### src/rtl/apb_uart_regs.sv
// APB register bank for the UART: TX/RX byte FIFOs, status, control, baud divisor and interrupt.
module apb_uart_regs #(
  parameter int unsigned FIFO_DEPTH = 8,
  parameter logic [15:0] BAUD_RST   = 16'd434
) (
  input  logic        clk,
  input  logic        rst,
  input  logic [31:0] paddr,
  input  logic        psel,
  input  logic        penable,
  input  logic        pwrite,
  input  logic [31:0] pwdata,
  output logic [31:0] prdata,
  output logic        pready,
  output logic [7:0]  tx_data,
  output logic        tx_valid,
  input  logic        tx_ready,
  input  logic [7:0]  rx_data,
  input  logic        rx_valid,
  output logic [15:0] baud_div,
  output logic        irq
);

  localparam int unsigned AW = $clog2(FIFO_DEPTH);
  localparam int unsigned PW = AW + 1;

  localparam logic [2:0] A_TXDATA = 3'd0;
  localparam logic [2:0] A_RXDATA = 3'd1;
  localparam logic [2:0] A_STATUS = 3'd2;
  localparam logic [2:0] A_CTRL   = 3'd3;
  localparam logic [2:0] A_BAUD   = 3'd4;

  logic [7:0]    tx_mem_q [FIFO_DEPTH];
  logic [7:0]    tx_mem_d [FIFO_DEPTH];
  logic [7:0]    rx_mem_q [FIFO_DEPTH];
  logic [7:0]    rx_mem_d [FIFO_DEPTH];
  logic [PW-1:0] tx_wr_q, tx_wr_d, tx_rd_q, tx_rd_d;
  logic [PW-1:0] rx_wr_q, rx_wr_d, rx_rd_q, rx_rd_d;
  logic [3:0]    ctrl_q, ctrl_d;
  logic [15:0]   baud_q, baud_d;
  logic          tx_ovf_q, tx_ovf_d, rx_ovf_q, rx_ovf_d;
  logic          irq_q, irq_d;

  logic [2:0] addr;
  logic       acc, wr_acc, rd_acc;
  logic       tx_empty, tx_full, rx_empty, rx_full;
  logic       tx_push_req, tx_push, tx_pop;
  logic       rx_push_req, rx_push, rx_pop;
  logic [5:0] status;
  logic       unused_ok;

  assign addr   = paddr[4:2];
  assign acc    = psel & penable;
  assign wr_acc = acc & pwrite;
  assign rd_acc = acc & ~pwrite;

  assign tx_empty = (tx_wr_q == tx_rd_q);
  assign tx_full  = (tx_wr_q[AW] != tx_rd_q[AW]) && (tx_wr_q[AW-1:0] == tx_rd_q[AW-1:0]);
  assign rx_empty = (rx_wr_q == rx_rd_q);
  assign rx_full  = (rx_wr_q[AW] != rx_rd_q[AW]) && (rx_wr_q[AW-1:0] == rx_rd_q[AW-1:0]);

  assign tx_valid    = ~tx_empty & ctrl_q[0];
  assign tx_data     = tx_mem_q[tx_rd_q[AW-1:0]];
  assign tx_pop      = tx_valid & tx_ready;
  assign tx_push_req = wr_acc & (addr == A_TXDATA);
  assign tx_push     = tx_push_req & (~tx_full | tx_pop);

  assign rx_pop      = rd_acc & (addr == A_RXDATA) & ~rx_empty;
  assign rx_push_req = rx_valid & ctrl_q[1];
  assign rx_push     = rx_push_req & (~rx_full | rx_pop);

  assign status   = {rx_ovf_q, tx_ovf_q, rx_full, rx_empty, tx_full, tx_empty};
  assign pready   = 1'b1;
  assign baud_div = baud_q;
  assign irq      = irq_q;

  assign unused_ok = ^{paddr[31:5], paddr[1:0], pwdata[31:16]};

  // Read mux of the addressed register; zero when not selected.
  always_comb begin
    prdata = 32'd0;
    if (psel) begin
      case (addr)
        A_RXDATA: if (!rx_empty) prdata = {24'd0, rx_mem_q[rx_rd_q[AW-1:0]]};
        A_STATUS: prdata = {26'd0, status};
        A_CTRL:   prdata = {28'd0, ctrl_q};
        A_BAUD:   prdata = {16'd0, baud_q};
        default:  prdata = 32'd0;
      endcase
    end
  end

  // Next-state for FIFOs, registers, sticky overflow flags and interrupt.
  always_comb begin
    tx_mem_d = tx_mem_q;
    rx_mem_d = rx_mem_q;
    tx_wr_d  = tx_wr_q;
    tx_rd_d  = tx_rd_q;
    rx_wr_d  = rx_wr_q;
    rx_rd_d  = rx_rd_q;
    ctrl_d   = ctrl_q;
    baud_d   = baud_q;
    tx_ovf_d = tx_ovf_q;
    rx_ovf_d = rx_ovf_q;

    if (tx_push) begin
      tx_mem_d[tx_wr_q[AW-1:0]] = pwdata[7:0];
      tx_wr_d = tx_wr_q + PW'(1);
    end
    if (tx_pop) tx_rd_d = tx_rd_q + PW'(1);

    if (rx_push) begin
      rx_mem_d[rx_wr_q[AW-1:0]] = rx_data;
      rx_wr_d = rx_wr_q + PW'(1);
    end
    if (rx_pop) rx_rd_d = rx_rd_q + PW'(1);

    if (wr_acc && addr == A_CTRL) ctrl_d = pwdata[3:0];
    if (wr_acc && addr == A_BAUD) baud_d = pwdata[15:0];

    // Clear first so a same-cycle hardware overflow wins.
    if (wr_acc && addr == A_STATUS) begin
      if (pwdata[4]) tx_ovf_d = 1'b0;
      if (pwdata[5]) rx_ovf_d = 1'b0;
    end
    if (tx_push_req && tx_full && !tx_pop) tx_ovf_d = 1'b1;
    if (rx_push_req && rx_full && !rx_pop) rx_ovf_d = 1'b1;

    irq_d = (ctrl_q[2] & ~rx_empty) | (ctrl_q[3] & tx_empty) | tx_ovf_q | rx_ovf_q;
  end

  // State registers with synchronous reset taking priority over all updates.
  always_ff @(posedge clk) begin
    if (rst) begin
      for (int i = 0; i < FIFO_DEPTH; i++) begin
        tx_mem_q[i] <= 8'd0;
        rx_mem_q[i] <= 8'd0;
      end
      tx_wr_q  <= '0;
      tx_rd_q  <= '0;
      rx_wr_q  <= '0;
      rx_rd_q  <= '0;
      ctrl_q   <= 4'd0;
      baud_q   <= BAUD_RST;
      tx_ovf_q <= 1'b0;
      rx_ovf_q <= 1'b0;
      irq_q    <= 1'b0;
    end else begin
      tx_mem_q <= tx_mem_d;
      rx_mem_q <= rx_mem_d;
      tx_wr_q  <= tx_wr_d;
      tx_rd_q  <= tx_rd_d;
      rx_wr_q  <= rx_wr_d;
      rx_rd_q  <= rx_rd_d;
      ctrl_q   <= ctrl_d;
      baud_q   <= baud_d;
      tx_ovf_q <= tx_ovf_d;
      rx_ovf_q <= rx_ovf_d;
      irq_q    <= irq_d;
    end
  end

endmodule

### config.mk
export PLATFORM = sky130hd
export DESIGN_NAME = apb_uart_regs
export DESIGN_NICKNAME = d
export VERILOG_FILES = /design/src/rtl/apb_uart_regs.sv
export SDC_FILE = /design/constraint.sdc
export NUM_CORES = 1
export LEC_CHECK = 0
export ABC_AREA = 1
export CORE_ASPECT_RATIO = 0.75
export CORE_MARGIN = 2
export CORE_UTILIZATION = 50
export CTS_BUF_LIST = sky130_fd_sc_hd__clkbuf_8
export CTS_CLUSTER_SIZE = 20
export DETAILED_ROUTE_END_ITERATION = 10
export PLACE_DENSITY_LB_ADDON = 0.3
export SYNTH_ARGS = -nofsm -noshare
export SYNTH_HDL_FRONTEND = slang
export SYNTH_SLANG_ARGS = --single-unit
### constraint.sdc
create_clock -name clk -period 2 [get_ports clk]
set_input_delay 0.5 -clock clk [delete_from_list [all_inputs] [get_ports clk]]
set_output_delay 0.5 -clock clk [all_outputs]
set_load 0.03 [all_outputs]
==> summary.md, run 1 <==
| Metric | Value |
|---|---|
| CP max stage cell | dfxtp_4 |
| Slew HR | 65.7% |
| Vias in the first global route | 8350 |
| CTS tree | yes |
| Max_cap viols | 0 |
| Die X-Extent | 160 um |
| Site Rows | between 40 and 50 |
| Sequential power share | 51.6% |
| Peak VDD IR | between 0.4 and 0.5 mV |
| Post-Syn Area | a little over 0.009 sq mm |
| Root Buffer | clkbuf_8 |
| GPL Wtd Cong | around 0.9 |
| Detailed Route WL | 26.7 mm |
| Die ar. | between 0.015 and 0.02 sq mm |
| Synth top area cells | dfxtp_1, nand2_1, nor2_1, inv_1, a21oi_1 |
| H-Tree Level Count | 4 |
| Synth Register Bits | 167 |
| Max frequency | slightly below 400 MHz |
| Worst-path clk slew | around 0.09 ns |
| Sequential fraction of the synthesis area | about 37% |
| Psw | roughly 1.7 mW |
| IO buf count | between 70 and 80 |
| Inserted Diodes | 0 |
| Num CTS Buffers | 17 |
| Tmin final | about 2.5 ns |
| Total gr overflow | 0 |
| Distinct cells, synth | 33 |
| Worst-Margin Slew | a little over 0.5 ns |
| DR iter-0 viols | 789 |
| Place WS | -0.548 ns |
| Largest net degree at the start of global routing | 37 |
| Yosys top cell area share | a little over a third |
| Crit-path max cell delay | approximately 0.37 ns |
| Crit path required time | approximately 1.5 ns |
| Sw frac | between 20% and 30% |
| First-pass iteration count of the detailed router | 6 |
| Internal power | 4.76 mW |
| Crit. End Element | output port |
| CP Max Fanout | 7 |
| CP Cell Sequence | buf_6 > xor2_1 > nor2_2 > nand3_2 > nand2_2 > clkinv_4 > a21oi_1 > nor2_2 > buf_6 |
| Worst setup SP type | register |
| Initial Util | about half |
| Initial antenna violation count | 0 |
| Clk buf depth | 2 |
| P&R area growth vs syn | 27.2% |
| RSZ-0062 raised after global routing | yes |
| GRT Total Usage | 27.2% |
| Via count | 9339 |
| Lkg Pwr | 5.50 nW |
| CTS sink count | 167 |
| Outcome | complete, but fails checks |
| Period utilization | 127% |
| Vias per cell | roughly 5.1 |
| Most frequent cells in the layout | nand2_1, nor2_1, inv_1 |
| Synth Area per Inst | about 6.3 sq um |
| DRC | 0 |
| Commonest non-fill, non-tap cell in the layout | nand2_1 |
| Fin. Hold Viols | 0 |
| Final nets | about 1700 |
| Floorplan Core Area | 0.0178 sq mm |
| Final core utilization | about two thirds |
| Total power | 6.46 mW |
| # hold bufs at CTS | 0 |
| Clock power frac | around two fifths |
| Final worst setup slack | -0.536 ns |
| Worst skew pair latency | between 0.4 and 0.5 ns |
| Post-route ant nets | 0 |
| Post-detail-place hpwl | between 15 and 20 mm |
| Global-route wire length before repair | approximately 42 mm |
| Logic pwr share | 7.1% |
| Slew Limit Fails | 0 |
| Die Ht | 121 um |
| Worst path arrival time | approximately 2.0 ns |
| Share of post-route cells with drive strength above 1 | 17.6% |
| Syn. warnings | 0 |
| Clk_skew | 0.0105 ns |
| Pwr dens | between 500 and 600 mW/mm^2 |
| Routed len/inst | about 15 um |
| Failing checks | negative setup slack |
| Cells after Synth | about 1400 |
| Top-level I/O count | roughly 140 |
| Worst Hold Class | reg2reg |
| Final setup fails | 17 |
| Critical path type | reg2out |
| Synth area leader | dfxtp_1 |
## per-stage QoR
step                hold slack, ns  instance area (sq um)  setup TNS (ns)  cells
floorplan                    0.454                   9230          -0.176   1462
global placement             0.467                  10700          -37.32   1793
detailed placement           0.471                  10700          -39.40   1793
CTS                          0.484                  11500           -6.00   1833
global route                 0.506                  11600           -7.47   1838
finish                       0.484                  11600           -6.28   1838
## cell families (layout without fill, tap and decap cells)
family          count (synthesis)  after routing  share of synthesized area, %
fa+ha+maj                       4              4                         0.547
other cells                     2             17                        0.0821
flops                         167            167                          36.6
compound gates                204            204                          11.8
xor+xnor                       10             10                         0.958
buf+inv                       339            472                          16.2
simple gates                  721            722                          33.9
## state kept, by name, summed over array words and instances, names as in the netlist
name and flops:
baud_div 16, ctrl_q 4, irq 1, rx_mem_q 64
rx_ovf_q 1, rx_rd_q 4, rx_wr_q 4, tx_mem_q 64
tx_ovf_q 1, tx_rd_q 4, tx_wr_q 4
## layout make-up
cell class,instances,area [sq um]
Fill cell,1604,6130
Multi-Input combinational cell,957,4700
Sequential cell,167,3360
Timing Repair Buffer,200,1920
Inverter,240,922
Tap cell,242,303
Clock buffer,17,234
Clock inverter,15,193
## final timing paths
| kind | start | end | slack [ns] | cells past startpoint |
|---|---|---|---|---|
| setup / recovery | rx_rd_q[1] | prdata[2] | -0.54 | 9 |
| hold / removal | tx_ovf_q | tx_ovf_q | 0.48 | 2 |
| setup reg to reg | rx_rd_q[1] | rx_mem_q[46] | 0.05 | 12 |
| hold reg to reg | tx_ovf_q | tx_ovf_q | 0.48 | 2 |
## worst max-delay path, delay by kind of cell, from the launching register on
family / cells / cell delay (ns)
AND/OR/NAND/NOR: 4 / 0.51
AO/OA/AOI/OAI: 1 / 0.18
buffers and inverters: 3 / 0.37
XOR/XNOR: 1 / 0.16
flip-flops: 1 / 0.37
## cell usage after synthesis
| cell type | n |
|---|---|
| nor2_2 | 1 |
| inv_1 | 225 |
| nand3_4 | 5 |
| nand3_1 | 32 |
| nor3_4 | 1 |
| buf_2 | 20 |
| xnor2_1 | 3 |
| a21oi_1 | 94 |
| nand3_2 | 6 |
| conb_1 | 2 |
| o21a_1 | 1 |
| inv_2 | 5 |
| buf_1 | 3 |
| clkbuf_1 | 35 |
| nor3_1 | 2 |
| nand2_1 | 347 |
| o21ai_0 | 92 |
| nor2_1 | 250 |
| nor3_2 | 7 |
| dfxtp_1 | 167 |
| ha_1 | 4 |
| nand4_1 | 68 |
| clkinv_1 | 10 |
| xor2_1 | 7 |
| nor2_4 | 1 |
| o211ai_1 | 7 |
| o2111ai_4 | 1 |
| clkbuf_2 | 1 |
| buf_4 | 32 |
| nor4_2 | 1 |
| buf_6 | 8 |
| o21bai_1 | 1 |
| a31oi_1 | 8 |
## layer usage
metal,GRT usage [%],vias to the layer above,routed length [um]
li1,-,4723,-
met1,39.6,4208,12600
met2,40.8,380,11200
met3,6.53,28,2460
met4,6.14,0,382
met5,0,-,0
## power groups by stage
stage / logic [mW] / registers, mW / clock network [mW]
after global placement: 0.439 / 3.42 / 0
final: 0.456 / 3.34 / 2.67
after floorplan: 0.253 / 3.42 / 0
after CTS: 0.446 / 3.34 / 2.69
after detailed placement: 0.441 / 3.42 / 0
after global routing: 0.486 / 3.34 / 2.82
## what timing repair did
item,4_1_cts,5_1_grt
gates cloned,1,1
endpoints found under the setup margin,42,26
pin swaps,25,21
resized for setup,128,30
buffers inserted,7,4
(Power assumes the default switching activity.)
==> inputs of run 2 (changes only) <==
--- a/config.mk
+++ b/config.mk
@@ -8,11 +8,12 @@
 export ABC_AREA = 1
 export CORE_ASPECT_RATIO = 0.75
 export CORE_MARGIN = 2
-export CORE_UTILIZATION = 50
+export CORE_UTILIZATION = 40
 export CTS_BUF_LIST = sky130_fd_sc_hd__clkbuf_8
 export CTS_CLUSTER_SIZE = 20
 export DETAILED_ROUTE_END_ITERATION = 10
 export PLACE_DENSITY_LB_ADDON = 0.3
+export SKIP_CTS_REPAIR_TIMING = 1
 export SYNTH_ARGS = -nofsm -noshare
 export SYNTH_HDL_FRONTEND = slang
 export SYNTH_SLANG_ARGS = --single-unit
==> summary.md, run 2 (synthesis gave the netlist of run 1 again) <==
| Metric | Value |
|---|---|
| First-pass iteration count of the detailed router | 5 (-1) |
| Final worst setup slack | -0.574 ns (-0.0383 ns) |
| Die Ht | 135 um (+11%) |
| Min Hold Slack | 0.488 ns (+0.00458 ns) |
| GPL Wtd Cong | 0.935 (+3.1%) |
| Psw | 1.79 mW (+5.4%) |
| Slew Limit Fails | 0 (unchanged) |
| Detailed Route WL | 29.3 mm (+9.8%) |
| Failing checks | negative setup slack |
| Global-route wire length before repair | 42.4 mm (+0.69%) |
| Most frequent cells in the layout | nand2_1, nor2_1, inv_1 |
| CP Cell Sequence | clkinvlp_4 > buf_6 > a21oi_2 > o21ai_1 > nand3_1 > nand2_2 > nor2_2 > nor2_1 > nor2_2 > buf_6 |
| Hold endpoint | baud_div[8] |
| Root Buffer | clkbuf_8 |
| Worst setup SP type | register |
| Logic pwr share | 7.5% (+0.4 points) |
| Commonest non-fill, non-tap cell in the layout | nand2_1 |
| Num CTS Buffers | 17 (unchanged) |
| Critical path type | reg2out |
| Worst skew pair latency | 0.48 ns (+0.02 ns) |
| Largest net degree at the start of global routing | 44 (+19%) |
| Pwr dens | 523 mW/mm^2 (-5.8%) |
| Top-level I/O count | 138 (unchanged) |
| GRT Total Usage | 22.5% (-4.7 points) |
| Post-route ant nets | 0 (unchanged) |
| Slew HR | 65.0% (-0.67 points) |
| Site Rows | 47 (+12%) |
| Vias per cell | 4.94 (-2.7%) |
| CTS sink count | 167 (unchanged) |
| Outcome | complete, but fails checks |
| Total gr overflow | 0 (unchanged) |
| Reg2reg setup slack | 0.09 ns (+0.04 ns) |
| Worst path arrival time | 2.07 ns (+0.03 ns) |
| Final nets | 1688 (+1.3%) |
| CP max stage cell | dfxtp_4 |
| Vias in the first global route | 8036 (-3.8%) |
| Initial antenna violation count | 0 (unchanged) |
| Fin. Hold Viols | 0 (unchanged) |
| RSZ-0062 raised after global routing | yes |
| Final setup fails | 17 (unchanged) |
| Via count | 9449 (+1.2%) |
| Peak VDD IR | 0.381 mV (-13%) |
| H-Tree Level Count | 4 (unchanged) |
| Clock power frac | 39.4% (-1.9 points) |
| Floorplan Core Area | 0.0222 sq mm (+25%) |
| Routed len/inst | 15.3 um (+5.5%) |
| Clk_skew | 0.0196 ns (+0.00913 ns) |
| Die ar. | 0.0241 sq mm (+24%) |
| IO buf count | 75 (unchanged) |
| Share of post-route cells with drive strength above 1 | 19.2% (+1.6 points) |
| Lkg Pwr | 5.82 nW (+5.7%) |
| DRC | 0 (unchanged) |
| Worst r2r src | rx_rd_q[1] |
| Depth of the worst hold-timing path | 2 (unchanged) |
| Post-detail-place hpwl | 19.1 mm (+4.8%) |
| CP bufs+invs | 3 (unchanged) |
| Sw frac | 28.6% (+2.2 points) |
| Worst Hold Class | reg2reg |
| Crit path required time | 1.50 ns (about the same) |
| Die X-Extent | 179 um (+12%) |
| Max frequency | 388 MHz (-1.5%) |
| CP Max Fanout | 6 (-1) |
| Worst R2R Path Depth | 10 (-2) |
| Max_cap viols | 0 (unchanged) |
| Worst-path clk slew | 0.10 ns (about the same) |
| CTS tree | yes |
| P&R area growth vs syn | 31.4% |
| Inserted Diodes | 0 (unchanged) |
| Crit-path max cell delay | 0.40 ns (+0.03 ns) |
| Cell family with most CP delay | buffers and inverters |
| Sequential power share | 53.1% (+1.5 points) |
| Place WS | -0.567 ns (-0.0196 ns) |
| DR iter-0 viols | 1078 (+37%) |
| Crit. End Element | output port |
| Initial Util | 41.1% (-10 points) |
| Worst-Margin Slew | 0.522 ns (+0.00994 ns) |
| Fill cells | 2161 (+35%) |
| Tmin final | 2.57 ns (+0.0383 ns) |
| Clk buf depth | 2 (unchanged) |
| Worst reg2reg endpoint | rx_mem_q[9] |
| Internal power | 4.49 mW (-5.7%) |
| Hold_sp | baud_div[8] |
| Period utilization | 129% (+1.9 points) |
==> run 2: changes by cell type in the layout (fill, tap and decap cells not counted), moves of 4 or more <==
cell / delta
a21oi_1: -8
a21oi_2: +5
buf_4: +16
clkbuf_16: +4
dlygate4sd2_1: -21
dlymetal6s2s_1: +21
nand3_1: +5
nand3_2: -4
o21ai_0: -6
o21ai_2: +8
==> run 2: layout make-up <==
type / count / area [sq um] / area share (%)
Clock inverter: 13 / 126 / 1.05
Inverter: 240 / 925 / 7.70
Clock buffer: 19 / 262 / 2.18
Multi-Input combinational cell: 961 / 4810 / 40.0
Sequential cell: 167 / 3360 / 28.0
Timing Repair Buffer: 218 / 2160 / 18.0
Tap cell: 294 / 368 / 3.06
==> run 2: worst min-delay path: cells and delay by family, from the launching register on <==
kind,cells,cell delay (ns)
flops,1,0.34
simple gates,2,0.11
==> run 2: per-stage QoR <==
stage	power (mW)	instances	util (%)	TNS (ns)	area, sq um
2_1_floorplan	3.68	1462	-	-0.176	9230
3_3_place_gp	3.86	1854	48.7	-34.90	10800
3_5_place_dp	3.87	1854	48.7	-37.43	10800
4_1_cts	6.29	1886	50.4	-11.62	11200
5_1_grt	6.48	1912	54.0	-8.29	12000
6_report	6.28	1912	54.0	-7.07	12000
==> run 2: power by group through the flow <==
stage,Clock (mW),Combinational (mW),Sequential [mW]
final,2.47,0.471,3.34
after detailed placement,0,0.449,3.42
after global placement,0,0.446,3.42
after CTS,2.50,0.450,3.34
after floorplan,0,0.253,3.42
after global routing,2.64,0.501,3.34
==> run 2: how the worst max path moves through the flow <==
stage                      end       start  depth (start not counted)
finish               prdata[0]  rx_rd_q[1]                         10
global route         prdata[0]  rx_rd_q[1]                         10
CTS                  prdata[4]  rx_rd_q[1]                          9
detailed placement   prdata[0]    paddr[3]                          8
global placement     prdata[4]    paddr[3]                          8
floorplan           tx_data[6]  tx_rd_q[0]                          8
==> run 2: metal layers <==
layer  track usage (%)  up-vias  part of all wire [%]
li1                  -     4771                     -
met1              33.3     4286                    48
met2              33.2      356                    42
met3              5.49       36                   8.7
met4              4.56        0                   1.4
met5                 0        -                     0
